[config.mk]
export PLATFORM = sky130hd
export DESIGN_NAME = axi_rd_arbiter
export DESIGN_NICKNAME = d
export VERILOG_FILES = /design/src/rtl/axi_pkg.sv /design/src/rtl/rr_pick.sv /design/src/rtl/axi_rd_arbiter.sv
export SDC_FILE = /design/constraint.sdc
export NUM_CORES = 1
export LEC_CHECK = 0
export BUFFER_PORTS_ARGS = -buffer_cell sky130_fd_sc_hd__buf_2
export CAP_MARGIN = 20
export CORE_AREA = 2 2 88 90
export CTS_CLUSTER_SIZE = 30
export DETAILED_ROUTE_END_ITERATION = 8
export DIE_AREA = 0 0 90 92
export GPL_TIMING_DRIVEN = 0
export HOLD_SLACK_MARGIN = 0.02
export PLACE_DENSITY = 0.86
export SLEW_MARGIN = 20
export SYNTH_ARGS = -nofsm -noshare
export SYNTH_HDL_FRONTEND = slang
export SYNTH_SLANG_ARGS = --single-unit
[constraint.sdc]
create_clock -name clk -period 7 [get_ports clk]
set_clock_uncertainty 0.15 [all_clocks]
set_input_delay 1.4 -clock clk [delete_from_list [all_inputs] [get_ports clk]]
set_output_delay 1.4 -clock clk [all_outputs]
set_load 0.005 [all_outputs]
[src/rtl/axi_pkg.sv]
// Shared AXI read-channel constants and the read-arbiter state encoding.
package axi_pkg;

  localparam logic [1:0] BURST_FIXED = 2'd0;
  localparam logic [1:0] BURST_INCR  = 2'd1;
  localparam logic [1:0] BURST_WRAP  = 2'd2;

  localparam logic [1:0] OKAY   = 2'd0;
  localparam logic [1:0] EXOKAY = 2'd1;
  localparam logic [1:0] SLVERR = 2'd2;
  localparam logic [1:0] DECERR = 2'd3;

  typedef enum logic [1:0] {
    IDLE = 2'd0,
    ADDR = 2'd1,
    DATA = 2'd2
  } arb_state_t;

endpackage

[src/rtl/rr_pick.sv]
// Combinational find-first-set over a request vector, searching upward from ptr_i
// and wrapping; a constant-zero pointer degenerates to fixed lowest-index priority.
module rr_pick #(
  parameter int NUM_CH = 2,
  parameter int IDX_W  = 1
) (
  input  logic [NUM_CH-1:0] req_i,
  input  logic [IDX_W-1:0]  ptr_i,
  output logic [NUM_CH-1:0] gnt_o,
  output logic [IDX_W-1:0]  idx_o
);

  logic             found;
  logic [IDX_W:0]   sum;
  logic [IDX_W-1:0] cand;

  always_comb begin
    gnt_o = '0;
    idx_o = '0;
    found = 1'b0;
    sum   = '0;
    cand  = '0;
    for (int k = 0; k < NUM_CH; k++) begin
      sum = {1'b0, ptr_i} + (IDX_W+1)'(k);
      if (sum >= (IDX_W+1)'(NUM_CH)) sum = sum - (IDX_W+1)'(NUM_CH);
      cand = sum[IDX_W-1:0];
      if (!found && req_i[cand]) begin
        found       = 1'b1;
        gnt_o[cand] = 1'b1;
        idx_o       = cand;
      end
    end
  end

endmodule

[src/rtl/axi_rd_arbiter.sv]
// NUM_CH-way AXI4 read arbiter, one transaction outstanding, rid-checked routing.
// Define AXI_RD_ARB_ROUND_ROBIN_EN for round-robin; otherwise fixed priority (ch0 highest).
module axi_rd_arbiter
  import axi_pkg::*;
#(
  parameter int NUM_CH = 2,
  parameter int ADDR_W = 32,
  parameter int DATA_W = 32,
  parameter int ID_W   = 4
) (
  input  logic                     clk,
  input  logic                     rst,
  input  logic [NUM_CH-1:0]        req_valid,
  input  logic [NUM_CH*ADDR_W-1:0] req_addr,
  input  logic [NUM_CH*8-1:0]      req_len,
  input  logic [NUM_CH*3-1:0]      req_size,
  input  logic [NUM_CH*2-1:0]      req_burst,
  output logic [NUM_CH-1:0]        req_ready,
  output logic [DATA_W-1:0]        resp_data,
  output logic [NUM_CH-1:0]        resp_valid,
  output logic [NUM_CH-1:0]        resp_last,
  output logic [NUM_CH-1:0]        resp_err,
  output logic                     proto_err,
  output logic [ID_W-1:0]          arid,
  output logic [ADDR_W-1:0]        araddr,
  output logic [7:0]               arlen,
  output logic [2:0]               arsize,
  output logic [1:0]               arburst,
  output logic                     arvalid,
  input  logic                     arready,
  input  logic [ID_W-1:0]          rid,
  input  logic [DATA_W-1:0]        rdata,
  input  logic [1:0]               rresp,
  input  logic                     rlast,
  input  logic                     rvalid,
  output logic                     rready
);

  localparam int IDX_W = (NUM_CH > 1) ? $clog2(NUM_CH) : 1;
  localparam int CNT_W = 9;

  logic [ADDR_W-1:0] addr_a  [NUM_CH];
  logic [7:0]        len_a   [NUM_CH];
  logic [2:0]        size_a  [NUM_CH];
  logic [1:0]        burst_a [NUM_CH];

  for (genvar i = 0; i < NUM_CH; i++) begin : g_unpack
    assign addr_a[i]  = req_addr[i*ADDR_W +: ADDR_W];
    assign len_a[i]   = req_len[i*8 +: 8];
    assign size_a[i]  = req_size[i*3 +: 3];
    assign burst_a[i] = req_burst[i*2 +: 2];
  end

  arb_state_t        state_q, state_d;
  logic [IDX_W-1:0]  owner_q, owner_d;
  logic [ID_W-1:0]   arid_q, arid_d;
  logic [ADDR_W-1:0] araddr_q, araddr_d;
  logic [7:0]        arlen_q, arlen_d;
  logic [2:0]        arsize_q, arsize_d;
  logic [1:0]        arburst_q, arburst_d;
  logic [CNT_W-1:0]  beat_q, beat_d;
  logic              perr_q, perr_d;

  logic [NUM_CH-1:0] gnt;
  logic [IDX_W-1:0]  win_idx;
  logic [IDX_W-1:0]  ptr;

`ifdef AXI_RD_ARB_ROUND_ROBIN_EN
  logic [IDX_W-1:0]  ptr_q, ptr_d;
  assign ptr = ptr_q;
`else
  assign ptr = '0;
`endif

  rr_pick #(
    .NUM_CH (NUM_CH),
    .IDX_W  (IDX_W)
  ) u_pick (
    .req_i  (req_valid),
    .ptr_i  (ptr),
    .gnt_o  (gnt),
    .idx_o  (win_idx)
  );

  always_comb begin
    state_d   = state_q;
    owner_d   = owner_q;
    arid_d    = arid_q;
    araddr_d  = araddr_q;
    arlen_d   = arlen_q;
    arsize_d  = arsize_q;
    arburst_d = arburst_q;
    beat_d    = beat_q;
    perr_d    = perr_q;
`ifdef AXI_RD_ARB_ROUND_ROBIN_EN
    ptr_d     = ptr_q;
`endif
    case (state_q)
      IDLE: begin
        if (rvalid) perr_d = 1'b1;
        if (|req_valid) begin
          araddr_d  = addr_a[win_idx];
          arlen_d   = len_a[win_idx];
          arsize_d  = size_a[win_idx];
          arburst_d = burst_a[win_idx];
          arid_d    = ID_W'(win_idx);
          owner_d   = win_idx;
          state_d   = ADDR;
`ifdef AXI_RD_ARB_ROUND_ROBIN_EN
          ptr_d     = (win_idx == IDX_W'(NUM_CH-1)) ? '0 : win_idx + 1'b1;
`endif
        end
      end
      ADDR: begin
        if (rvalid) perr_d = 1'b1;
        if (arready) begin
          state_d = DATA;
          beat_d  = '0;
        end
      end
      DATA: begin
        if (rvalid) begin
          beat_d = beat_q + 1'b1;
          if (rid != arid_q) perr_d = 1'b1;
          if (rlast) begin
            if (beat_q != {1'b0, arlen_q}) perr_d = 1'b1;
            state_d = IDLE;
          end else if (beat_q >= {1'b0, arlen_q}) begin
            // Slave overran the burst without rlast: abandon rather than hang.
            perr_d  = 1'b1;
            state_d = IDLE;
          end
        end
      end
      default: state_d = IDLE;
    endcase
  end

  always_ff @(posedge clk or posedge rst) begin
    if (rst) begin
      state_q   <= IDLE;
      owner_q   <= '0;
      arid_q    <= '0;
      araddr_q  <= '0;
      arlen_q   <= '0;
      arsize_q  <= '0;
      arburst_q <= '0;
      beat_q    <= '0;
      perr_q    <= 1'b0;
`ifdef AXI_RD_ARB_ROUND_ROBIN_EN
      ptr_q     <= '0;
`endif
    end else begin
      state_q   <= state_d;
      owner_q   <= owner_d;
      arid_q    <= arid_d;
      araddr_q  <= araddr_d;
      arlen_q   <= arlen_d;
      arsize_q  <= arsize_d;
      arburst_q <= arburst_d;
      beat_q    <= beat_d;
      perr_q    <= perr_d;
`ifdef AXI_RD_ARB_ROUND_ROBIN_EN
      ptr_q     <= ptr_d;
`endif
    end
  end

  assign arid      = arid_q;
  assign araddr    = araddr_q;
  assign arlen     = arlen_q;
  assign arsize    = arsize_q;
  assign arburst   = arburst_q;
  assign arvalid   = (state_q == ADDR);
  assign rready    = (state_q == DATA);
  assign proto_err = perr_q;
  assign resp_data = (state_q == DATA) ? rdata : '0;

  // Accept pulse is masked while rst is high so every output reads 0 during reset.
  always_comb begin
    req_ready  = '0;
    resp_valid = '0;
    resp_last  = '0;
    resp_err   = '0;
    if (state_q == IDLE && !rst) req_ready = gnt;
    if (state_q == DATA) begin
      resp_valid[owner_q] = rvalid;
      resp_last[owner_q]  = rvalid && rlast;
      resp_err[owner_q]   = rvalid && (rresp != OKAY);
    end
  end

endmodule

==> results.sh <==
export IMPL_layout_drive_gt1_share=0.433
export IMPL_ant_nets=0
export IMPL_rsz0062_at_grt="false"
export IMPL_ys_warn_count=0
export IMPL_hp_start="araddr[0]"
export IMPL_syn_area_um2=3230
export IMPL_timing_fmax_mhz=250
export IMPL_p_comb_frac=0.401
export IMPL_grt_max_degree=61
export IMPL_async_flop_share=1.00
export IMPL_cts_tree="yes"
export IMPL_hold_class="reg2reg"
export IMPL_die_w_um=90
export IMPL_worstHoldEndpoint="araddr[0]"
export IMPL_htreeDepth=3
export IMPL_antenna_cells=0
export IMPL_core_um2=7450
export IMPL_pwr_share_clk=0.239
export IMPL_path_delay_family="buffers and inverters"
export IMPL_clk_path_buf_depth=2
export IMPL_postCtsSetupRepairBufs=0
export IMPL_slowest_delay_ps=520
export IMPL_syn_to_final_growth_pct=46.4
export IMPL_grt_first_pass_wirelength_um=15500
export IMPL_cts_root_buffer="clkbuf_8"
export IMPL_antenna_found_initial=0
export IMPL_synth_seq_cells=58
export IMPL_required_ps=5450
export IMPL_cap_violations=0
export IMPL_endpoint_kind="primary output"
export IMPL_syn_area_per_cell_um2=9.47
export IMPL_setup_viol=0
export IMPL_drc=0
export IMPL_tns_ps=0
export IMPL_drtPass1Iterations=4
export IMPL_r2r_start="beat_q[0]"
export IMPL_power_switching_uw=587
export IMPL_switching_share=0.366
export IMPL_wl_per_cell_um=14.2
export IMPL_worstPathCellList="buf_2 > inv_4 > and3_1 > buf_2"
export IMPL_pwr_density_cell_nw_per_um2=340
export IMPL_r2r_end="state_q[1]"
export IMPL_first_iter_violations=98
export IMPL_crit_type="in2out"
export IMPL_synth_flop_cell="dfrtp_1"
export IMPL_grt_pass1_vias=3260
export IMPL_internal_power_mw=1.02
export IMPL_path_clk_slew_ps=70
export IMPL_vias=3306
export IMPL_start_util=0.434
export IMPL_io_buffers=223
export IMPL_fin_ws_ps=3000
export IMPL_cp_common_cell="buf_2"
export IMPL_ys_types=38
export IMPL_die_h_um=92
export IMPL_numCtsBuffers=9
export IMPL_wirelength_um=9730
export IMPL_nets=721
export IMPL_drv_slew=0
export IMPL_hold_viol_final=0
export IMPL_placed_cells=668
export IMPL_grt_util_all_layers=0.230
export IMPL_reg2regPathDepth=6
export IMPL_synth_edf_count=0
export IMPL_die_area_um2=8280
export IMPL_fin_crit_sh=0.571
export IMPL_rows=32
export IMPL_synth_seq_area_share=0.449
export IMPL_holdBufCountCts=0
export IMPL_vdd_drop_max_mv=0.239
export IMPL_netlist_instances=341
export IMPL_io_pins=227
export IMPL_critPathBufInv=3
export IMPL_preCtsSetupSlack_ps=2970
export IMPL_worstMarginPinSlew_ps=736
export IMPL_grt_overflow=0
export IMPL_viasPerCell=4.83
export IMPL_maxSlewHeadroom=0.510
export IMPL_hpwlAfterDp_um=7730
export IMPL_critPathArrivalTime_ps=2450
export IMPL_holdWs_ps=329
export IMPL_gp_congestion=0.777
export IMPL_seqPwrFrac=0.360
export IMPL_period_minus_slack_ps=4000
export IMPL_stdcell_count=684
export IMPL_clock_latency_ps=330
export IMPL_cp_start_kind="primary input"
export IMPL_p_leak_nw=2.60
export IMPL_whs_path_depth=2
export IMPL_cts_resized=0
export IMPL_r2r_slack_ps=5200
export IMPL_cp_max_fo=60
export IMPL_cp_slowest_cell="inv_4"
export IMPL_cts_sinks=58
export IMPL_outcome="completed"
cell usage after synthesis, types with 2 or more instances:
cell type,number,area (µm²)
a211oi_1,2,15.0
a21oi_1,6,30.0
and2_1,34,213
and3_1,4,25.0
and3b_1,2,17.5
buf_4,9,67.6
clkbuf_1,13,48.8
dfrtp_1,58,1450
ha_1,9,113
inv_1,12,45.0
mux2i_1,45,450
nand2_1,47,176
nand2b_1,2,12.5
nand3_1,3,15.0
nand3b_1,2,15.0
nand4_1,5,31.3
nor2_1,10,37.5
nor2b_1,3,18.8
nor3_1,2,10.0
nor4_1,2,12.5
o21ai_0,49,245
xnor2_1,3,26.3
xor2_1,4,35.0
metal layers:
metal	share of wire	GRT usage	up-vias
li1	-	-	1631
met1	0.41	0.278	1532
met2	0.51	0.395	132
met3	0.070	0.0715	11
met4	0.010	0.0705	0
met5	0	0	-
worst min-delay path, stage by stage (launching register included):
cell	delay (ps)
dfrtp_1	340
nand2_1	40
o21ai_0	60
logic make-up after synthesis:
| group | count (synthesis) | synth area share |
|---|---|---|
| buf+inv | 36 | 0.0550 |
| simple gates | 120 | 0.192 |
| flops | 58 | 0.449 |
| mux | 45 | 0.139 |
| fa+ha+maj | 9 | 0.0349 |
| compound gates | 65 | 0.110 |
| xor+xnor | 7 | 0.0190 |
| other cells | 1 | 0.00116 |
power by group through the flow:
stage	Clock [mW]	Combinational (mW)	Sequential [mW]
floorplan	0	0.329	0.577
global placement	0	0.626	0.575
detailed placement	0	0.654	0.579
CTS	0.388	0.653	0.578
global route	0.404	0.729	0.596
finish	0.384	0.643	0.578
worst max path at each step:
| stage | startpoint | endpoint | slack, ps | depth (start not counted) |
|---|---|---|---|---|
| CTS | rst | req_ready[0] | 2960 | 4 |
| global placement | rst | req_ready[1] | 1840 | 4 |
| detailed placement | rst | req_ready[0] | 2970 | 4 |
| global route | rst | req_ready[1] | 2870 | 4 |
| finish | rst | req_ready[0] | 3000 | 4 |
| floorplan | rst | req_ready[0] | 2490 | 2 |
layout by cell type (no fill, tap or decap), types with 10 or more instances in the layout:
cell	n
clkbuf_8	10
and2_1	34
mux2i_1	45
buf_2	224
dfrtp_1	58
clkbuf_1	15
nor2_1	10
nand2_1	47
inv_1	11
o21ai_0	49
area by class of cell:
type / instances / area [µm²]
fill: 655 / 2720
multi-input combinational: 249 / 1610
sequential: 58 / 1450
timing repair buffer: 223 / 1120
clock buffer: 12 / 145
buffer: 24 / 133
tap: 102 / 128
clock inverter: 4 / 98.8
inverter: 12 / 47.5
metrics by stage:
step | power, mW | area, µm² | util
2_1_floorplan | 0.905 | 3240 | -
3_3_place_gp | 1.20 | 4480 | 0.602
3_5_place_dp | 1.23 | 4480 | 0.602
4_1_cts | 1.62 | 4730 | 0.635
5_1_grt | 1.73 | 4730 | 0.635
6_report | 1.61 | 4730 | 0.635
state kept, by name (all words and copies together), names as in the netlist:
signal,count
araddr,32
arburst,2
arlen,8
arsize,3
beat_q,9
owner_q,1
proto_err,1
state_q,2
No activity file was read; power rests on OpenSTA's default activity.
